[src/rtl/timer_pkg.sv]
// ---------------------------------------------------------------------------
// timer_pkg
//
// Purpose
//   Shared definitions for the interval-timer control stage: the FSM state
//   encoding, the counter direction constant and a small state helper.
//
// Contents
//   timer_state_t  T_IDLE / T_LOAD / T_RUN
//   CNT_DOWN       direction value driven onto the counter's up/down pin
//   is_busy()      1 when the timer FSM is anywhere other than T_IDLE
// ---------------------------------------------------------------------------
package timer_pkg;

    typedef enum logic [1:0] {
        T_IDLE = 2'd0,
        T_LOAD = 2'd1,
        T_RUN  = 2'd2
    } timer_state_t;

    // The attached counter counts down when its direction pin is low.
    localparam logic CNT_DOWN = 1'b0;

    function automatic logic is_busy(input timer_state_t s);
        return (s != T_IDLE);
    endfunction

endpackage

[src/rtl/timer_prescaler.sv]
// ---------------------------------------------------------------------------
// prescaler
//
// Purpose
//   Divides the clock by (div + 1). While enabled, an internal count runs
//   0, 1, ..., div, 0, ... and strobe is high in the cycle where the count
//   equals div. The equality compare means the count can never run past
//   div, so no overflow handling is needed for any div value.
//
// Ports
//   clk     in   1   clock, all logic on posedge
//   rst_n   in   1   asynchronous active-low reset, clears the count
//   clr     in   1   synchronous clear; wins over en
//   en      in   1   advance the count this cycle
//   div     in   PW  divisor minus one
//   strobe  out  1   combinational: en & (count == div)
// ---------------------------------------------------------------------------
module prescaler #(
    parameter int PW = 16
) (
    input  logic          clk,
    input  logic          rst_n,
    input  logic          clr,
    input  logic          en,
    input  logic [PW-1:0] div,
    output logic          strobe
);

    logic [PW-1:0] count_reg;
    logic          at_div;

    assign at_div = (count_reg == div);
    assign strobe = en && at_div;

    always_ff @(posedge clk or negedge rst_n) begin
        if (!rst_n) begin
            count_reg <= '0;
        end else if (clr) begin
            count_reg <= '0;
        end else if (en) begin
            // Wrap on the strobe cycle so the next strobe is div+1 cycles later.
            if (at_div) begin
                count_reg <= '0;
            end else begin
                count_reg <= count_reg + PW'(1);
            end
        end
    end

endmodule

[src/rtl/timer_ctrl.sv]
// ---------------------------------------------------------------------------
// timer_ctrl
//
// Purpose
//   Control stage for an N-bit up/down counter, forming a programmable
//   one-shot / periodic interval timer. On an accepted start the period,
//   prescale divisor and mode are latched; the counter is then loaded with
//   the period and stepped down once every (presc+1) clocks. When the counter
//   reports its final 1->0 step (cnt_tic during an enabled cycle) a one-cycle
//   expired pulse is produced on the following cycle and the timer either
//   reloads (periodic) or returns to idle (one-shot).
//
// Ports
//   clk       in   1   clock, all logic on posedge
//   rst_n     in   1   asynchronous active-low reset
//   start     in   1   pulse: arm the timer (ignored while busy or period==0)
//   stop      in   1   pulse: abort and return to idle; beats start and expiry
//   periodic  in   1   1 = auto-reload on expiry; sampled on accepted start
//   period    in   N   terminal count P; sampled on accepted start
//   presc     in   PW  prescale divisor minus one D; sampled on accepted start
//   cnt_tic   in   1   counter strobe for the enabled 1->0 step
//   cnt_en    out  1   counter enable
//   cnt_load  out  1   counter synchronous load
//   cnt_data  out  N   counter load value (latched period)
//   cnt_updn  out  1   counter direction, constant down
//   busy      out  1   timer is loading or running
//   expired   out  1   registered one-cycle expiry pulse
//
// Timing
//   One-shot: expired is high P*(D+1)+2 cycles after the start cycle.
//   Periodic: expired pulses repeat every P*(D+1)+1 cycles; each expired
//   cycle coincides with the reload cycle of the next interval.
// ---------------------------------------------------------------------------
module timer_ctrl
    import timer_pkg::*;
#(
    parameter int N  = 8,
    parameter int PW = 16
) (
    input  logic          clk,
    input  logic          rst_n,
    input  logic          start,
    input  logic          stop,
    input  logic          periodic,
    input  logic [N-1:0]  period,
    input  logic [PW-1:0] presc,
    input  logic          cnt_tic,
    output logic          cnt_en,
    output logic          cnt_load,
    output logic [N-1:0]  cnt_data,
    output logic          cnt_updn,
    output logic          busy,
    output logic          expired
);

    timer_state_t  state_reg;
    timer_state_t  state_next;

    logic [N-1:0]  period_reg;
    logic [PW-1:0] presc_reg;
    logic          periodic_reg;
    logic          expired_reg;
    logic          expired_next;
    logic          latch_next;

    logic          pre_clr;
    logic          pre_en;
    logic          strobe;

    // -----------------------------------------------------------------------
    // Prescaler: cleared during the load cycle so every interval starts with
    // a full D+1 cycle wait before the first counter step.
    // Its controls are decoded straight from the state register (not from the
    // next-state block) so strobe never feeds back into its own enable.
    // -----------------------------------------------------------------------
    assign pre_clr = (state_reg == T_LOAD);
    assign pre_en  = (state_reg == T_RUN);

    prescaler #(
        .PW (PW)
    ) u_prescaler (
        .clk    (clk),
        .rst_n  (rst_n),
        .clr    (pre_clr),
        .en     (pre_en),
        .div    (presc_reg),
        .strobe (strobe)
    );

    // -----------------------------------------------------------------------
    // State register, input latches and registered expiry pulse
    // -----------------------------------------------------------------------
    always_ff @(posedge clk or negedge rst_n) begin
        if (!rst_n) begin
            state_reg    <= T_IDLE;
            period_reg   <= '0;
            presc_reg    <= '0;
            periodic_reg <= 1'b0;
            expired_reg  <= 1'b0;
        end else begin
            state_reg   <= state_next;
            expired_reg <= expired_next;
            // Latches only move on an accepted start, so they stay stable for
            // the whole run and survive a stop.
            if (latch_next) begin
                period_reg   <= period;
                presc_reg    <= presc;
                periodic_reg <= periodic;
            end
        end
    end

    // -----------------------------------------------------------------------
    // Next-state and counter-control decode
    // -----------------------------------------------------------------------
    always_comb begin
        state_next   = state_reg;
        latch_next   = 1'b0;
        expired_next = 1'b0;
        cnt_en       = 1'b0;
        cnt_load     = 1'b0;

        case (state_reg)
            T_IDLE: begin
                // A zero period would never produce a tic, so it is refused.
                if (start && (period != '0)) begin
                    latch_next = 1'b1;
                    state_next = T_LOAD;
                end
            end

            T_LOAD: begin
                cnt_en     = 1'b1;
                cnt_load   = 1'b1;
                state_next = T_RUN;
            end

            T_RUN: begin
                cnt_en = strobe;
                // cnt_tic only counts in a cycle where the counter was enabled.
                if (strobe && cnt_tic) begin
                    expired_next = 1'b1;
                    state_next   = periodic_reg ? T_LOAD : T_IDLE;
                end
            end

            default: begin
                state_next = T_IDLE;
            end
        endcase

        // stop overrides everything decided above, including a final tic.
        if (stop) begin
            state_next   = T_IDLE;
            latch_next   = 1'b0;
            expired_next = 1'b0;
        end
    end

    // -----------------------------------------------------------------------
    // Outputs
    // -----------------------------------------------------------------------
    assign cnt_data = period_reg;
    assign cnt_updn = CNT_DOWN;
    assign busy     = is_busy(state_reg);
    assign expired  = expired_reg;

endmodule

[config.mk]
export PLATFORM = sky130hd
export DESIGN_NAME = timer_ctrl
export DESIGN_NICKNAME = d
export VERILOG_FILES = /design/src/rtl/timer_pkg.sv /design/src/rtl/timer_prescaler.sv /design/src/rtl/timer_ctrl.sv
export SDC_FILE = /design/constraint.sdc
export NUM_CORES = 1
export LEC_CHECK = 0
export CAP_MARGIN = 25
export CORE_MARGIN = 1.5
export CORE_UTILIZATION = 51
export DETAILED_ROUTE_END_ITERATION = 10
export PLACE_DENSITY = 0.79
export SYNTH_ARGS = -nofsm -noshare
export SYNTH_HDL_FRONTEND = slang
export SYNTH_SLANG_ARGS = --single-unit
[constraint.sdc]
create_clock -name clk -period 2.4 [get_ports clk]
set_clock_uncertainty 0.1 [all_clocks]
set_input_delay 0.36 -clock clk [delete_from_list [all_inputs] [get_ports clk]]
set_output_delay 0.36 -clock clk [all_outputs]
set_load 0.03 [all_outputs]
**Word level (Yosys, flattened, before mapping)**

Index checks and enable logic that the tools add are counted.

- Register bits: 44
- Input bits: 30

- Reductions and logical operators: 8
- Mux-type cells: 16
- $add $sub $neg: 1
- Equal/unequal tests: 5

Operators with widths:

| kind | count |
|---|---|
| 2-to-1 mux 16 bit | 3 |
| adder 16 x 1 -> 16 bit (second input constant) | 1 |
| == test 16 bit | 1 |
| 2-to-1 mux 1 bit | 8 |
| nonzero test 8 bit | 1 |
| 2-to-1 mux 2 bit | 3 |
| != test 3 bit (second input constant) | 2 |
| one-hot mux 2 bit (3 select lines) | 1 |
| nonzero test 2 bit | 2 |
| logical AND 1 bit | 3 |
| == test 2 x 1 -> 1 bit (second input constant) | 1 |
| == test 2 bit (second input constant) | 1 |
| zero test 2 bit | 1 |
| one-hot mux 1 bit (2 select lines) | 1 |
| AND reduction 2 bit | 1 |

**Logic depth before layout (Yosys ltp)**

Gate-level depths: netlist of the first run.

- Word-level depth: 6
- Mapped depth: 8
- Mapped depth without buffers: 7

**By module**

A second synthesis of the first run with hierarchy kept.

- Cell total of the unflattened synthesis: 190
- Area, all modules: 2349.8 µm²

By module, submodules not included:

| module | times used | cells an instance | area each (µm²) |
|---|---|---|---|
| timer_ctrl | 1 | 86 | 1300.0 |
| prescaler | 1 | 104 | 1049.8 |

**Worst setup path after synthesis of the first run**

Ideal clock, no wire load.

- Path type: register to output
- From: register u_prescaler.count_reg[3]
- To: output port cnt_en
- Cell stages (with the launch flop): 6
- Arrival time: 1665 ps
- Required time: 1940 ps
- Path slack: 275 ps
- Buffers on the path: 0
- Cell sequence: dfrtp_1 > xnor2_1 > nand4_1 > nor4_4 > a21oi_1 > nor2b_1

- Longest elaborated chain between the ends: 3

RTL lines:

| what | line | text |
|---|---|---|
| start: declaration | timer_prescaler.sv:29 | `logic [PW-1:0] count_reg;` |
| start signal: assignment | timer_prescaler.sv:45 | `count_reg <= count_reg + PW'(1);` |
| == test 16 bit | timer_prescaler.sv:32 | `assign at_div = (count_reg == div);` |
| logical AND 1 bit | timer_prescaler.sv:33 | `assign strobe = en && at_div;` |
| one-hot mux 1 bit (2 select lines) | timer_ctrl.sv:123 | `case (state_reg)` |
| end: declaration | timer_ctrl.sv:48 | `output logic cnt_en,` |

Every way passes these cells.

**Worst setup path in the final report of the first run**

- From: register u_prescaler.count_reg[2]
- To: output port cnt_en

The elaborated chain is that of the path after synthesis.

==> results of run 1 <==
## layout by cell type (no fill, tap or decap), types with 6 or more instances in the layout
| cell type | count |
|---|---|
| mux2_2 | 25 |
| dfrtp_2 | 9 |
| nand4_1 | 6 |
| clkbuf_8 | 7 |
| xnor2_1 | 10 |
| dfrtp_1 | 35 |
| xor2_1 | 8 |
| buf_4 | 17 |
| nand3_1 | 7 |
| nor2_1 | 11 |
| inv_1 | 6 |
| clkdlybuf4s50_1 | 39 |
| xnor2_2 | 7 |
| nand2_1 | 10 |
## metrics by stage
step	hold WS, ps	power, W	util	instance area (µm²)	instances
2_1_floorplan	-35.59	0.002017	-	2148	182
3_5_place_dp	367.1	0.002478	0.6568	2646	274
5_1_grt	72.54	0.003379	0.7236	2915	292
3_3_place_gp	364.9	0.002436	0.6568	2646	274
4_1_cts	35.03	0.003108	0.6901	2780	283
6_report	16.65	0.003201	0.7236	2915	292
## timing repair
| item | CTS | global route |
|---|---|---|
| endpoints found under the setup margin | 1 | 1 |
| resized for setup | 0 | 17 |
| gates cloned | 0 | 0 |
| buffers inserted | 1 | 9 |
| pin swaps | 1 | 6 |
## report_power, final
group | switching [W] | internal, W
combinational | 0.000618 | 0.000723
clock | 0.000262 | 0.000367
sequential | 0.000225 | 0.00101
## area by class of cell
cell class,instances,area [µm²],area share
sequential,44,1112,0.3815
timing repair buffer,58,543.0,0.1863
clock inverter,1,30.03,0.01030
tap,50,62.56,0.02146
clock buffer,7,96.34,0.03305
multi-input combinational,126,1049,0.3597
inverter,6,22.52,0.007725
## worst min path at each step
stage | from | to | slack (ps) | cells after the start
2_1_floorplan | rst_n | cnt_data[0] | -40 | 0
3_3_place_gp | rst_n | cnt_data[5] | 360 | 2
3_5_place_dp | rst_n | cnt_data[4] | 370 | 2
4_1_cts | rst_n | u_prescaler.count_reg[4] | 40 | 2
5_1_grt | rst_n | cnt_data[5] | 70 | 2
6_report | rst_n | u_prescaler.count_reg[14] | 20 | 2
## routing by layer
layer / GRT usage / part of all wire / vias to the layer above
met1: 0.2999 / 0.47 / 781
met3: 0.04605 / 0.030 / 8
met4: 0.1125 / 0.018 / 0
li1: - / - / 747
met5: 0 / 0 / -
met2: 0.3199 / 0.48 / 36
## cell families (layout without fill, tap and decap cells)
| kind of cell | after synthesis | in the layout | share of synthesized area |
|---|---|---|---|
| multiplexers | 29 | 29 | 0.1503 |
| XOR/XNOR | 25 | 25 | 0.1019 |
| adder cells (fa/ha/maj) | 5 | 5 | 0.02912 |
| buffers and inverters | 12 | 72 | 0.02562 |
| flip-flops | 44 | 44 | 0.5125 |
| AO/OA/AOI/OAI | 14 | 14 | 0.04484 |
| other | 1 | 1 | 0.001746 |
| AND/OR/NAND/NOR | 52 | 52 | 0.1340 |
==> run summary, run 1 <==
initial antenna violation count = 0
Fmax achieved = 0.4208 GHz
Initial Util = 0.5332
IO Pins = 43
root buffer cell = clkbuf_8
status = finished clean
CTS tree = yes
final slew viol count = 0
Critical Path Source Type = flip-flop
fin crit share = 0.9902
max incr delay on CP = 450 ps
worst hold path type = primary input to asynchronous set/reset pin
first-pass GRT wire length = 7169 µm
GRT Overall Usage = 0.2162
setup TNS = 0 ps
RR Startpoint = u_prescaler.count_reg[2]
floorplan die height = 67.90 µm
Yosys top cell area share = 0.5125
start point of the critical path = u_prescaler.count_reg[2]
Die W = 67.90 µm
Routed Antenna Nets = 0
#FFs+latches synth = 44
Crit. End Element = output port
dpl ws = 145.8 ps
Vias/cell = 5.384
vias in the first global route = 1,495
CP max FO = 5
Post-synth top cells = dfrtp_1 (44), mux2_2 (25), xnor2_1 (17)
Leakage = 1.268 nW
post-synthesis sequential area ratio = 0.5125
Placer Congestion = 0.7606
Slowest-stage cell, CP = dfrtp_1
post-synthesis cell type count = 35
crit path cell chain = xnor2_1, nand4_1, nor4_4, buf_4, a21oi_2, nor2b_1, buf_4
dpl hpwl = 3091 µm
worst path bufs/invs = 2
site row count = 23
critical setup path kind = flip-flop to output port
worst endpoint required time = 1940 ps
EDFF count, synth = 0
Primary FF master, synth = dfrtp_1
syn_area_per_cell = 11.80 µm²
Hold Vio Cnt, Final = 0
Pwr Density = 1098 nW/µm²
drt total wl = 4433 µm
P&R area growth vs syn = 35.70%
Final Critical Period = 2377 ps
DR WL/cell = 15.18 µm
FF-to-FF path depth = 7
cell family with most CP delay = simple AND/OR/NAND/NOR gates
r2r setup slk = 290 ps
clock insertion delay at the later pin of the skew report = 310 ps
Synthesized Nets = 217
CP Capture Point = cnt_en
layout cell share with drive strength beyond 1 = 0.3017
Residual DRC = 0
crit path DAT = 1920 ps
Post-Syn Area = 2148 µm²
Post-synth ARST share = 1.000
core area = 4029 µm²
CTS Hold Bufs = 0
Least-Margin Pin Slew = 546.9 ps
Syn Inst Count = 182
ant diodes = 0
pin count of the biggest net entering global routing = 45
Synth warnings = 0
die area = 4610 µm²
grt ovf = 0
number of port buffers = 41
Synth area leader = dfrtp_1
Synth area leaders = dfrtp_1 (51%), mux2_2 (13%), xnor2_1 (6.9%)
cts bufs inserted = 5
max_slew headroom = 0.6354
setup violators final = 0
crit-path most repeated cell = buf_4
CTS Sinks = 44
unrepaired setup endpoints after global routing = true
H-tree levels = 2
CTS Buffer Depth = 2
max-cap violation count = 0
most frequent cell after synthesis = dfrtp_1
Nets = 276
DR vias = 1,572
path length in cells of the critical path = 7
RR Endpoint = state_reg[0]
CTS clk-pin slew, worst paths = 90 ps
peak supply drop = 765.1 µV
fillers = 301
1st-pass router iterations = 4
Starting DRT DRC Count = 91
final setup margin = 23.46 ps
(Power assumes the default switching activity.)
==> inputs of run 2 (changes only) <==
--- a/config.mk
+++ b/config.mk
@@ -8,6 +8,7 @@
 export CAP_MARGIN = 25
 export CORE_MARGIN = 1.5
 export CORE_UTILIZATION = 51
+export CTS_CLUSTER_DIAMETER = 40
 export DETAILED_ROUTE_END_ITERATION = 10
 export PLACE_DENSITY = 0.79
 export SYNTH_ARGS = -nofsm -noshare
==> results of run 2 <==
Same layout as run 1: the final DEF is identical, and so are final timing and power.
